[src/rtl/pipeline_pkg.sv]
// Shared pipeline definitions.
//   - XLEN / ILEN         : datapath and instruction widths
//   - DEFAULT_RESET_PC    : default first fetch address (zero, matches if_id_reg reset)
//   - DEFAULT_BUBBLE      : default "no instruction" encoding (zero, matches if_id_reg reset)
//   - fetch_state_t       : fetch FSM states (REQ, WAIT, DROP)
//   - align_pc()          : forces a PC onto a 4-byte boundary
package pipeline_pkg;

    localparam int XLEN = 64;
    localparam int ILEN = 32;

    localparam logic [XLEN-1:0] DEFAULT_RESET_PC = '0;
    localparam logic [ILEN-1:0] DEFAULT_BUBBLE   = '0;

    // REQ : free to issue a fetch
    // WAIT: one fetch outstanding, its response is wanted
    // DROP: one fetch outstanding, its response is stale and will be thrown away
    typedef enum logic [1:0] {
        REQ  = 2'd0,
        WAIT = 2'd1,
        DROP = 2'd2
    } fetch_state_t;

    function automatic logic [XLEN-1:0] align_pc(input logic [XLEN-1:0] addr);
        return {addr[XLEN-1:2], 2'b00};
    endfunction

endpackage

[src/rtl/if_stage.sv]
// Instruction-fetch stage.
// Owns the PC, issues one word-aligned fetch at a time to instruction memory
// (valid/ready request, valid-only response) and holds the returned word with
// its fetch address and address+4 in a one-entry output buffer feeding IF/ID.
//
// Ports:
//   clock, reset                       clock (rising edge), async active-high reset
//   stall_in                           downstream cannot accept the held entry
//   redirect_valid, redirect_pc        taken branch/jump; low two PC bits ignored
//   imem_req_valid, imem_req_addr      fetch request / address (always current pc)
//   imem_req_ready                     memory accepts the request this cycle
//   imem_resp_valid, imem_resp_data    one-cycle response pulse with the fetched word
//   valid_out                          buffer holds an unconsumed instruction
//   instruction_out                    held instruction, BUBBLE when empty
//   pc_plus4_out, pc_out               fetch address + 4 / fetch address of the entry
module if_stage
    import pipeline_pkg::*;
#(
    parameter logic [XLEN-1:0] RESET_PC = DEFAULT_RESET_PC,
    parameter logic [ILEN-1:0] BUBBLE   = DEFAULT_BUBBLE
) (
    input  logic            clock,
    input  logic            reset,
    input  logic            stall_in,
    input  logic            redirect_valid,
    input  logic [XLEN-1:0] redirect_pc,
    output logic            imem_req_valid,
    output logic [XLEN-1:0] imem_req_addr,
    input  logic            imem_req_ready,
    input  logic            imem_resp_valid,
    input  logic [ILEN-1:0] imem_resp_data,
    output logic            valid_out,
    output logic [ILEN-1:0] instruction_out,
    output logic [XLEN-1:0] pc_plus4_out,
    output logic [XLEN-1:0] pc_out
);

    fetch_state_t    state_reg;
    logic [XLEN-1:0] pc_reg;
    logic [XLEN-1:0] fetch_addr_reg;

    logic            consume;
    logic            req_fire;

    assign consume = valid_out && !stall_in;

    // Issue only when the buffer is empty or draining this edge, so the slot is
    // guaranteed free when the response comes back. Reset gates the request
    // combinationally so nothing leaks out while reset is held.
    assign imem_req_valid = !reset && (state_reg == REQ) && !redirect_valid &&
                            (!valid_out || !stall_in);
    assign imem_req_addr  = pc_reg;
    assign req_fire       = imem_req_valid && imem_req_ready;

    always_ff @(posedge clock or posedge reset) begin
        if (reset) begin
            state_reg       <= REQ;
            pc_reg          <= RESET_PC;
            fetch_addr_reg  <= '0;
            valid_out       <= 1'b0;
            instruction_out <= BUBBLE;
            pc_plus4_out    <= '0;
            pc_out          <= '0;
        end else begin
            // Entry leaves the buffer when taken downstream; pc_out/pc_plus4_out
            // keep their last value since only valid_out qualifies them.
            if (consume) begin
                valid_out       <= 1'b0;
                instruction_out <= BUBBLE;
            end

            if (redirect_valid) begin
                // Redirect beats stall: the held entry is on the wrong path.
                pc_reg          <= align_pc(redirect_pc);
                valid_out       <= 1'b0;
                instruction_out <= BUBBLE;
                unique case (state_reg)
                    // A response landing in the same cycle closes the
                    // outstanding fetch, so there is nothing left to drop.
                    WAIT:    state_reg <= imem_resp_valid ? REQ : DROP;
                    DROP:    state_reg <= DROP;
                    default: state_reg <= REQ;
                endcase
            end else begin
                unique case (state_reg)
                    REQ: begin
                        // A response here is a protocol violation and is ignored.
                        if (req_fire) begin
                            pc_reg         <= pc_reg + 64'd4;
                            fetch_addr_reg <= pc_reg;
                            state_reg      <= WAIT;
                        end
                    end
                    WAIT: begin
                        if (imem_resp_valid) begin
                            valid_out       <= 1'b1;
                            instruction_out <= imem_resp_data;
                            pc_out          <= fetch_addr_reg;
                            pc_plus4_out    <= fetch_addr_reg + 64'd4;
                            state_reg       <= REQ;
                        end
                    end
                    DROP: begin
                        if (imem_resp_valid) begin
                            state_reg <= REQ;
                        end
                    end
                    default: state_reg <= REQ;
                endcase
            end
        end
    end

endmodule

[config.mk]
export PLATFORM = sky130hd
export DESIGN_NAME = if_stage
export DESIGN_NICKNAME = d
export VERILOG_FILES = /design/src/rtl/pipeline_pkg.sv /design/src/rtl/if_stage.sv
export SDC_FILE = /design/constraint.sdc
export NUM_CORES = 1
export LEC_CHECK = 0
export ABC_AREA = 0
export CAP_MARGIN = 20
export CORE_MARGIN = 2
export CORE_UTILIZATION = 35
export CTS_BUF_LIST = sky130_fd_sc_hd__clkbuf_4
export CTS_CLUSTER_SIZE = 14
export DETAILED_ROUTE_END_ITERATION = 12
export PLACE_DENSITY = 0.71
export SLEW_MARGIN = 15
export SYNTH_ARGS = -nofsm -noshare
export SYNTH_HDL_FRONTEND = slang
export SYNTH_SLANG_ARGS = --single-unit
[constraint.sdc]
create_clock -name clock -period 11.2 [get_ports clock]
set_input_delay 2.24 -clock clock [delete_from_list [all_inputs] [get_ports clock]]
set_output_delay 2.24 -clock clock [all_outputs]
set_load 0.005 [all_outputs]
# Word level (Yosys, flattened, before mapping)
# Index checks and enable logic that the tools add are counted.
[op_classes]
addsub = 2
n_eq_ne = 4
muxes = 17
bitwise = 1
n_reduce_logical = 18
[op_table]
columns = ["cell", "n"]
rows = [
  ["$mux W64", 3],
  ["$add A64 B3 Y64 const B", 2],
  ["$mux W32", 4],
  ["$mux W2", 4],
  ["$pmux W2 S2", 2],
  ["$reduce_and A3 Y1", 2],
  ["$logic_and A1 B1 Y1", 5],
  ["$logic_not A1 Y1", 4],
  ["$mux W1", 4],
  ["$reduce_and A2 Y1", 2],
  ["$reduce_bool A2 Y1", 2],
  ["$ne A3 B1 Y1 const B", 1],
  ["$ne A3 B3 Y1 const B", 1],
  ["$eq A2 B1 Y1 const B", 1],
  ["$eq A2 B2 Y1 const B", 1],
  ["$logic_not A2 Y1", 1],
  ["$reduce_or A2 Y1", 1],
  ["$logic_or A1 B1 Y1", 1],
  ["$not A1 Y1", 1],
]
[totals]
ff_bits = 291
out_inout_bits = 226

# Logic depth before layout (Yosys ltp)
# Gate-level depths: netlist (run 1).
[depth]
ltp_word = 8
depth_mapped = 9
depth_no_buf = 8

# Worst setup path before layout (run 1)
# No wires, ideal clock.
[synth_path]
path_kind = "input-to-output"
startpoint = "input redirect_valid"
endpoint = "output imem_req_valid"
t_arrival_ns = 2.811
t_required_ns = 8.960
slack_ns = 6.149
cell_stages = 3
cell_sequence = "inv_2 > clkbuf_1 > and3_1"
[synth_between]
elab_chain_cells = 3
[synth_lines]
columns = ["element", "line", "text"]
rows = [
  ["from (decl)", "if_stage.sv:25", "input logic redirect_valid,"],
  ["$logic_not A1 Y1", "if_stage.sv:50", "assign imem_req_valid = !reset && (state_reg == REQ) && !redirect_valid &&"],
  ["$logic_and A1 B1 Y1 (2 in a row)", "if_stage.sv:50", ""],
  ["to (decl)", "if_stage.sv:27", "output logic imem_req_valid,"],
]
# No other way between the ends.

# Worst setup path in the final report (run 1)
# Ends and elaborated chain as after synthesis.

==> run metrics, run 1 <==
achievable clock frequency=150 MHz; number of hold violations in the final report=0; power consumption=3.06 mW; Post-synth EDFFs=0; register area=7080 µm²; CTS Hold Bufs=0; # IOs=328; Worst Max-Slew Pin Slew=1.09 ns; CTS buffer count=80; Slew HR=26.7%; CP Capture Type=output port; Starting Density=35.4%; CTS max path bufs=3; Synth Cell Area=12,900 µm²; final WL=43.2 mm; Finished Cell Area=17,600 µm²; P per Cell Area=174 nW/µm²; TritonCTS Sinks=283; # fillers=3,459; RD Place Congestion=0.907; Slew Limit Fails=0; CTS root buf=clkbuf_4; Crit Path Max Fanout=104; row count=70; post-layout min period=6.68 ns; sequential share of the synthesized area=54.7%; reg-to-reg slack, setup=7.79 ns; Yosys top cell by area=dfrtp_1; RSZ-0062 raised after global routing=no; wire per inst=18.9 µm; clk slew on worst S/H paths=0.06 ns; Primary FF master, synth=dfrtp_1; commonest non-fill, non-tap cell in the layout=nand2_1; die height=196 µm; DP Area=16,500 µm²; Hold Crit Class=reg -> reg; first-pass GRT wire length=67.3 mm; worst setup path category=in -> out; drt pass-1 iters=5; Die Width=196 µm; share of layout cells above drive strength 1=8.43%; Multi-input gate area=5510 µm²; area of the core=36,500 µm²; CP arrival=4.44 ns; Final period util=59.7%; PostCTS Resize Cnt=0; largest net degree at the start of global routing=134; LEAKAGE=7.67 nW; area growth from synthesis to layout=35.9%; Post-synth ARST share=100%; setup TNS=0 ns; Yosys cell types=54; DR iter-0 viols=794; TritonCTS clock tree=built; nets@finish=1,861; Mean Syn Cell Area=9.13 µm²; total track usage=22.5%; latest clock arrival within the worst-skew pair=0.78 ns; area share of the largest cell type after synthesis=54.7%; status=finished, final reports clean; max-cap violations=0; flops & latches, synth=283; DR vias=11.7k; CP Data Required Time=8.96 ns; post-CTS setup buffers=0; startpoint types=primary input; H-tree depth=3; die area=38,500 µm²; # setup viols final=0; commonest cells after routing, fill and taps aside=nand2_1 (489), clkdlybuf4s50_1 (318), dfrtp_1 (283); Post-Synthesis Cells=1,417; GRT overflow=0; Synth area leaders=dfrtp_1 (55%), nand2_1 (14%), o21ai_0 (4.4%), xnor2_1 (3.7%), xor2_1 (2.8%); synth warn=0; HPWL Detailed=30.0 mm; IO Port Bufs=319; Routed Antenna Nets=0; DRC violations left=0; vias in the first global route=11.9k; drt via density=5.12; Clock Skew=0.0440 ns; Max IR drop VDD=82.0 µV; initial antenna violation count=7
## Yosys cell counts, types with 2 or more instances
cell and n:
ha_1 5, nor2b_1 5, xnor2_1 54, nor3_1 19, o21ai_0 115, and3_1 19, dfrtp_1 283, o21ai_1 8
buf_1 7, xor2_1 42, o31a_1 2, and2_1 5, buf_4 6, mux2i_1 4, a31oi_1 2, nand2_1 489
a21o_1 2, a221o_1 4, or4_1 8, o211ai_1 8, a311oi_1 2, mux2_2 3, nor4_1 14, nor3_2 5
nor4_2 2, inv_1 24, or3_1 5, or4b_1 2, o311ai_0 10, and4_1 12, nand3_1 56, nand4_1 34
clkbuf_1 62, a22o_1 32, nor2_1 42, a21oi_1 6, a31o_2 2
## metal layers
| metal | track usage (%) | share of wire (%) |
|---|---|---|
| met1 | 29.3 | 43 |
| met2 | 35.5 | 47 |
| met3 | 6.31 | 7.9 |
| met4 | 9.29 | 2.7 |
| met5 | 0 | 0.093 |
## metrics by stage
step / setup WS [ns] / util (%) / instances / hold slack, ns
after floorplan: 1.15 / - / 1422 / 0.470
after global placement: 4.61 / 45.3 / 2140 / 0.461
after detailed placement: 4.55 / 45.3 / 2140 / 0.462
after CTS: 4.54 / 48.1 / 2282 / 0.477
after global routing: 4.41 / 48.2 / 2286 / 0.501
final: 4.52 / 48.2 / 2286 / 0.471
## path summary, 6_finish.rpt
| kind | start | cells past startpoint | end |
|---|---|---|---|
| hold reg to reg | pc_out[2] | 2 | pc_out[2] |
| hold / removal | pc_out[2] | 2 | pc_out[2] |
| setup / recovery | redirect_valid | 5 | imem_req_valid |
| min in group asynchronous | reset | 2 | imem_req_addr[10] |
| setup reg to reg | state_reg[0] | 9 | imem_req_addr[39] |
| max in group asynchronous | reset | 3 | pc_plus4_out[51] |
## cell type report
| type | instances | share of cell area [%] |
|---|---|---|
| diodes | 4 | 0.0569 |
| well taps | 468 | 3.33 |
| flip-flops and latches | 283 | 40.3 |
| multi-input cells | 1036 | 31.3 |
| clock buffers | 107 | 4.57 |
| clock inverters | 35 | 1.38 |
| inverters | 25 | 0.576 |
| repair buffers | 328 | 18.5 |
## power by group
part           total (mW)  switching, mW  internal, mW
combinational       0.645          0.261         0.384
clock                1.01          0.468         0.538
sequential           1.41          0.196          1.21
total                3.06          0.925          2.14
## cell families (layout without fill, tap and decap cells)
logic type	count (synthesis)	in the layout	synth area share, %
AOI/OAI and AO/OA	200	200	9.69
buffers and inverters	103	495	3.24
DFF	283	283	54.7
adders and majority gates	5	5	0.483
xor gates and xnor gates	96	96	6.50
other	1	10	0.0290
and+or+nand+nor	722	722	24.8
muxes	7	7	0.570
## critical path: stages
cell	delay, ns
buf_2	0.07
buf_4	0.75
inv_2	0.55
and3_1	0.32
clkdlybuf4s50_1	0.46
Power figures use the tool's default switching activity.
==> run 2, diff against run 1 <==
--- a/config.mk
+++ b/config.mk
@@ -12,7 +12,7 @@
 export CTS_BUF_LIST = sky130_fd_sc_hd__clkbuf_4
 export CTS_CLUSTER_SIZE = 14
 export DETAILED_ROUTE_END_ITERATION = 12
-export PLACE_DENSITY = 0.71
+export PLACE_DENSITY = 0.74
 export SLEW_MARGIN = 15
 export SYNTH_ARGS = -nofsm -noshare
 export SYNTH_HDL_FRONTEND = slang
==> constraint.sdc (replaced) <==
create_clock -name clock -period 5.5 [get_ports clock]
set_input_delay 1.1 -clock clock [delete_from_list [all_inputs] [get_ports clock]]
set_output_delay 1.1 -clock clock [all_outputs]
set_load 0.005 [all_outputs]
==> run 2 against run 1 <==
  * Global-route usage fell by 0.093 points
  * Clock skew rose by 0.0039 ns
  * Die area did not move
  * Worst setup slack got worse by 2.8 ns
  * Via count barely moved
  * Wire length fell by 0.26%
==> run metrics, run 2 (synthesis gave the netlist of run 1 again) <==
status=finished, final reports clean (unchanged); Hold Path Depth=2 (unchanged); P per Cell Area=350 nW/µm² (was 174 nW/µm²); Starting Density=35.4% (unchanged); post-CTS setup buffers=0 (unchanged); DR iter-0 viols=790 (was 794); worst setup path category=in -> out (unchanged); initial antenna violation count=10 (was 7); area growth from synthesis to layout=36.2% (was 35.9%); # IOs=328 (unchanged); DR vias=11.7k (about the same); CTS max path bufs=3 (unchanged); startpoint types=primary input (unchanged); Multi-input gate area=5510 µm² (about the same); setup TNS=0 ns (unchanged); area of the core=36,500 µm² (unchanged); die height=196 µm (unchanged); vias in the first global route=11.8k (was 11.9k); wire per inst=18.8 µm (was 18.9 µm); PostCTS Resize Cnt=0 (unchanged); CP Capture Type=output port (unchanged); max-cap violations=0 (unchanged); drt via density=5.12 (about the same); achievable clock frequency=267 MHz; IO Port Bufs=319 (unchanged); Clock Skew=0.0479 ns (was 0.0440 ns); commonest non-fill, non-tap cell in the layout=nand2_1 (unchanged); GRT overflow=0 (unchanged); number of hold violations in the final report=0 (unchanged); # setup viols final=0 (unchanged); CP Data Required Time=4.40 ns (was 8.96 ns); share of layout cells above drive strength 1=8.87% (was 8.43%); Worst Max-Slew Pin Slew=1.07 ns (was 1.09 ns); post-layout min period=3.74 ns; DP Area=16,600 µm² (was 16,500 µm²); CTS Hold Bufs=0 (unchanged); first-pass GRT wire length=66.8 mm (was 67.3 mm); clk slew on worst S/H paths=0.06 ns (about the same); Hold Crit Class=reg -> reg (unchanged); nets@finish=1,865 (was 1,861); HPWL Detailed=30.6 mm (was 30.0 mm); setup ws final=1.76 ns (was 4.52 ns); final WL=43.1 mm (was 43.2 mm); Slew Limit Fails=0 (unchanged); drt pass-1 iters=5 (unchanged); H-tree depth=3 (unchanged); Slew HR=28.0% (was 26.7%); cells on worst reg2reg path=9 (unchanged); CP arrival=2.64 ns (was 4.44 ns); pre-CTS setup slack=1.43 ns (was 4.55 ns); total track usage=22.4% (was 22.5%); RD Place Congestion=0.880 (was 0.907); RSZ-0062 raised after global routing=no (unchanged); DRC violations left=0 (unchanged); register area=7080 µm² (unchanged); die area=38,500 µm² (unchanged); CTS root buf=clkbuf_4 (unchanged); Routed Antenna Nets=0 (unchanged); Final period util=68.1%; latest clock arrival within the worst-skew pair=0.74 ns (was 0.78 ns); power consumption=6.17 mW (was 3.06 mW); Finished Cell Area=17,600 µm² (about the same); Die Width=196 µm (unchanged); Crit Path Max Fanout=5 (was 104); LEAKAGE=7.69 nW (was 7.67 nW); TritonCTS Sinks=283 (unchanged); commonest cells after routing, fill and taps aside=nand2_1 (489), clkdlybuf4s50_1 (318), dfrtp_1 (283) (unchanged); CTS buffer count=81 (was 80); TritonCTS clock tree=built (unchanged); Max IR drop VDD=149 µV (was 82.0 µV); largest net degree at the start of global routing=115 (was 134); row count=70 (unchanged); # fillers=3,445 (was 3,459)
[run 2: layer usage]
layer,track usage (%),up-vias,part of all wire (%)
li1,-,5519,-
met1,29.1,5686,42
met2,35.3,431,47
met3,6.52,78,8.2
met4,9.20,4,2.7
met5,0,-,0.053
[run 2: final timing paths]
kind	startpoint	end	slack [ns]
hold reg to reg	pc_out[3]	pc_out[3]	0.47
hold / removal	pc_out[3]	pc_out[3]	0.47
min in group asynchronous	reset	imem_req_addr[3]	0.89
setup reg to reg	state_reg[0]	imem_req_addr[20]	2.22
setup / recovery	reset	imem_req_valid	1.76
max in group asynchronous	reset	imem_req_addr[41]	3.45
[run 2: worst max-delay path, stage by stage]
cell             delay (ns)
clkdlybuf4s50_1        0.46
nor2b_1                0.35
and3_1                 0.22
clkdlybuf4s50_1        0.51
[run 2: area by class of cell]
class | count | area share, %
antenna | 6 | 0.0852
timing repair buffer | 331 | 18.8
clock inverter | 26 | 0.902
multi-input combinational | 1036 | 31.2
sequential | 283 | 40.2
tap | 468 | 3.32
inverter | 25 | 0.554
clock buffer | 115 | 4.90
[run 2: report_power, final]
part / internal (mW) / switching (mW)
combinational: 0.786 / 0.533
clock: 1.05 / 0.926
sequential: 2.47 / 0.395
total: 4.31 / 1.85
[run 2: per-stage QoR]
| stage | cells | hold slack (ns) | util [%] |
|---|---|---|---|
| 6_report | 2290 | 0.471 | 48.3 |
| 3_3_place_gp | 2142 | 0.462 | 45.4 |
| 3_5_place_dp | 2143 | 0.461 | 45.4 |
| 2_1_floorplan | 1422 | 0.470 | - |
| 4_1_cts | 2284 | 0.476 | 48.2 |
| 5_1_grt | 2289 | 0.496 | 48.2 |
==> run 3, diff against run 2 <==
==> constraint.sdc (replaced) <==
create_clock -name clock -period 3.3 [get_ports clock]
set_input_delay 0.66 -clock clock [delete_from_list [all_inputs] [get_ports clock]]
set_output_delay 0.66 -clock clock [all_outputs]
set_load 0.005 [all_outputs]
==> run 3 against run 2 <==
  * Sequential share of layout area is 0.27 points lower
  * Worst setup slack got worse by 1.6 ns
  * Total power is 63% higher
  * Core utilization up 0.33 points
  * Non-clock buffer count up 19
  * Cell count grew 0.57%
  * Sequential cell count stayed put
  * Final area up 0.68%
==> run metrics, run 3 (synthesis gave the netlist of run 1 again) <==
met3 routed WL=3.65 mm (was 3.54 mm); Die Width=196 µm (unchanged); RSZ-0062 raised after global routing=no (unchanged); total track usage=22.2% (was 22.4%); DR iter-0 viols=574 (was 790); Clock Skew=0.0452 ns (was 0.0479 ns); CP peak stage delay=0.51 ns (about the same); # fillers=3,399 (was 3,445); row count=70 (unchanged); Routed Antenna Nets=0 (unchanged); largest net degree at the start of global routing=103 (was 115); Multi-input gate area=5510 µm² (about the same); number of hold violations in the final report=0 (unchanged); die height=196 µm (unchanged); DRC violations left=0 (unchanged); pre-CTS setup slack=0.342 ns (was 1.43 ns); CTS Hold Bufs=0 (unchanged); sequential share of power=47.4% (was 46.5%); Buf/Inv on CP=2 (unchanged); # IOs=328 (unchanged); # setup viols final=0 (unchanged); metal2 WL=20.0 mm (was 20.2 mm); setup ws final=0.205 ns (was 1.76 ns); P_int=7.04 mW (was 4.31 mW); Slew Limit Fails=0 (unchanged); area of the core=36,500 µm² (unchanged); drt pass-1 iters=5 (unchanged); wire per inst=18.6 µm (was 18.8 µm); max-cap violations=0 (unchanged); DP Area=16,800 µm² (was 16,600 µm²); Crit-path slowest cell=clkdlybuf4s50_1 (unchanged); Finished Cell Area=17,700 µm² (was 17,600 µm²); GRT overflow=0 (unchanged); CP Capture Type=output port (unchanged); latest clock arrival within the worst-skew pair=0.73 ns (was 0.74 ns); Starting Density=35.4% (unchanged); DRT met1 WL=18.1 mm (was 18.2 mm); initial antenna violation count=10 (unchanged); clk slew on worst S/H paths=0.07 ns (was 0.06 ns); post-CTS setup buffers=0 (unchanged); Top delay family on crit path=buffers and inverters (unchanged); commonest cells after routing, fill and taps aside=nand2_1 (489), clkdlybuf4s50_1 (318), dfrtp_1 (283) (unchanged); combinational fraction of design power=22.1% (was 21.4%); Clock Power Share=30.4% (was 32.1%); switching pwr=3.02 mW (was 1.85 mW); final WL=42.9 mm (was 43.1 mm); area growth from synthesis to layout=37.1% (was 36.2%); nets@finish=1,882 (was 1,865); H-tree depth=3 (unchanged); post-layout min period=3.10 ns; LEAKAGE=7.76 nW (was 7.69 nW); worst setup path category=reg -> out (was in -> out); CTS max path bufs=3 (unchanged); IO Port Bufs=319 (unchanged); P per Cell Area=567 nW/µm² (was 350 nW/µm²); commonest non-fill, non-tap cell in the layout=nand2_1 (unchanged); PostCTS Resize Cnt=0 (unchanged); top sig layer=met5 (unchanged); die area=38,500 µm² (unchanged); CP Data Required Time=2.64 ns (was 4.40 ns); Sw Share=30.0% (was 30.1%); TritonCTS Sinks=283 (unchanged); Cell Chain, Critical Path=inv_1 -> ha_1 -> nor2b_2 -> and3_1 -> clkdlybuf4s50_1 (was clkdlybuf4s50_1 -> nor2b_1 -> and3_1 -> clkdlybuf4s50_1); RD Place Congestion=0.879 (was 0.880); HPWL Detailed=30.6 mm (about the same); Crit Path Max Fanout=5 (unchanged); drt via density=5.07 (was 5.12); TritonCTS clock tree=built (unchanged); vias in the first global route=11.7k (was 11.8k); first-pass GRT wire length=66.3 mm (was 66.8 mm); DR vias=11.7k (about the same); CTS buffer count=79 (was 81); Worst Max-Slew Pin Slew=0.974 ns (was 1.07 ns); CP arrival=2.44 ns (was 2.64 ns); register area=7080 µm² (unchanged); CTS root buf=clkbuf_4 (unchanged); Slew HR=35.1% (was 28.0%); Max IR drop VDD=251 µV (was 149 µV); status=finished, final reports clean (unchanged); startpoint types=register (was primary input); achievable clock frequency=323 MHz; share of layout cells above drive strength 1=9.68% (was 8.87%); Final period util=93.8%; Hold Crit Class=in -> async (was reg -> reg)
[run 3: worst reg2reg max path, cell delays in order (launching register included)]
cell,delay [ns]
dfrtp_1,0.46
nand4_1,0.27
or4b_1,0.76
nor4_4,0.45
nand2_1,0.20
or3_1,0.38
a31o_2,0.24
[run 3: metal layers]
metal	vias up	GRT usage (%)
met4	4	8.70
met5	-	0
met3	65	6.19
met2	425	35.3
li1	5568	-
met1	5606	28.8
[run 3: layout make-up]
class,count,area share (%)
Timing Repair Buffer,350,19.8
Tap cell,468,3.30
Antenna cell,7,0.0987
Inverter,25,0.550
Multi-Input combinational cell,1036,31.0
Clock inverter,18,0.416
Sequential cell,283,39.9
Clock buffer,116,4.91
[run 3: power by group through the flow]
stage | Sequential, mW | Combinational, mW | Clock [mW]
after CTS | 4.78 | 2.26 | 3.18
final | 4.78 | 2.23 | 3.07
after floorplan | 4.69 | 0.798 | 0
after global placement | 4.81 | 2.20 | 0
after detailed placement | 4.83 | 2.25 | 0
after global routing | 4.88 | 2.46 | 3.37
[run 3: path summary, 6_finish.rpt]
path,endpoint,slack [ns],start,cells after the start
worst max-delay path,imem_req_valid,0.20,state_reg[1],5
worst min-delay path,imem_req_addr[26],0.38,reset,2
worst max register to register,imem_req_addr[62],0.44,imem_req_addr[22],6
worst min register to register,pc_out[51],0.47,pc_out[51],2
max in group asynchronous,imem_req_addr[13],2.02,reset,3
min in group clock,pc_out[51],0.47,pc_out[51],2
[run 3: through the flow]
step	instances	util [%]	power (mW)	hold slack (ns)	TNS [ns]
2_1_floorplan	1422	-	5.49	0.470	-313.93
3_3_place_gp	2162	45.9	7.01	0.461	0
3_5_place_dp	2162	45.9	7.08	0.462	0
4_1_cts	2296	48.5	10.2	0.271	0
5_1_grt	2301	48.6	10.7	0.360	0
6_report	2303	48.6	10.1	0.382	0
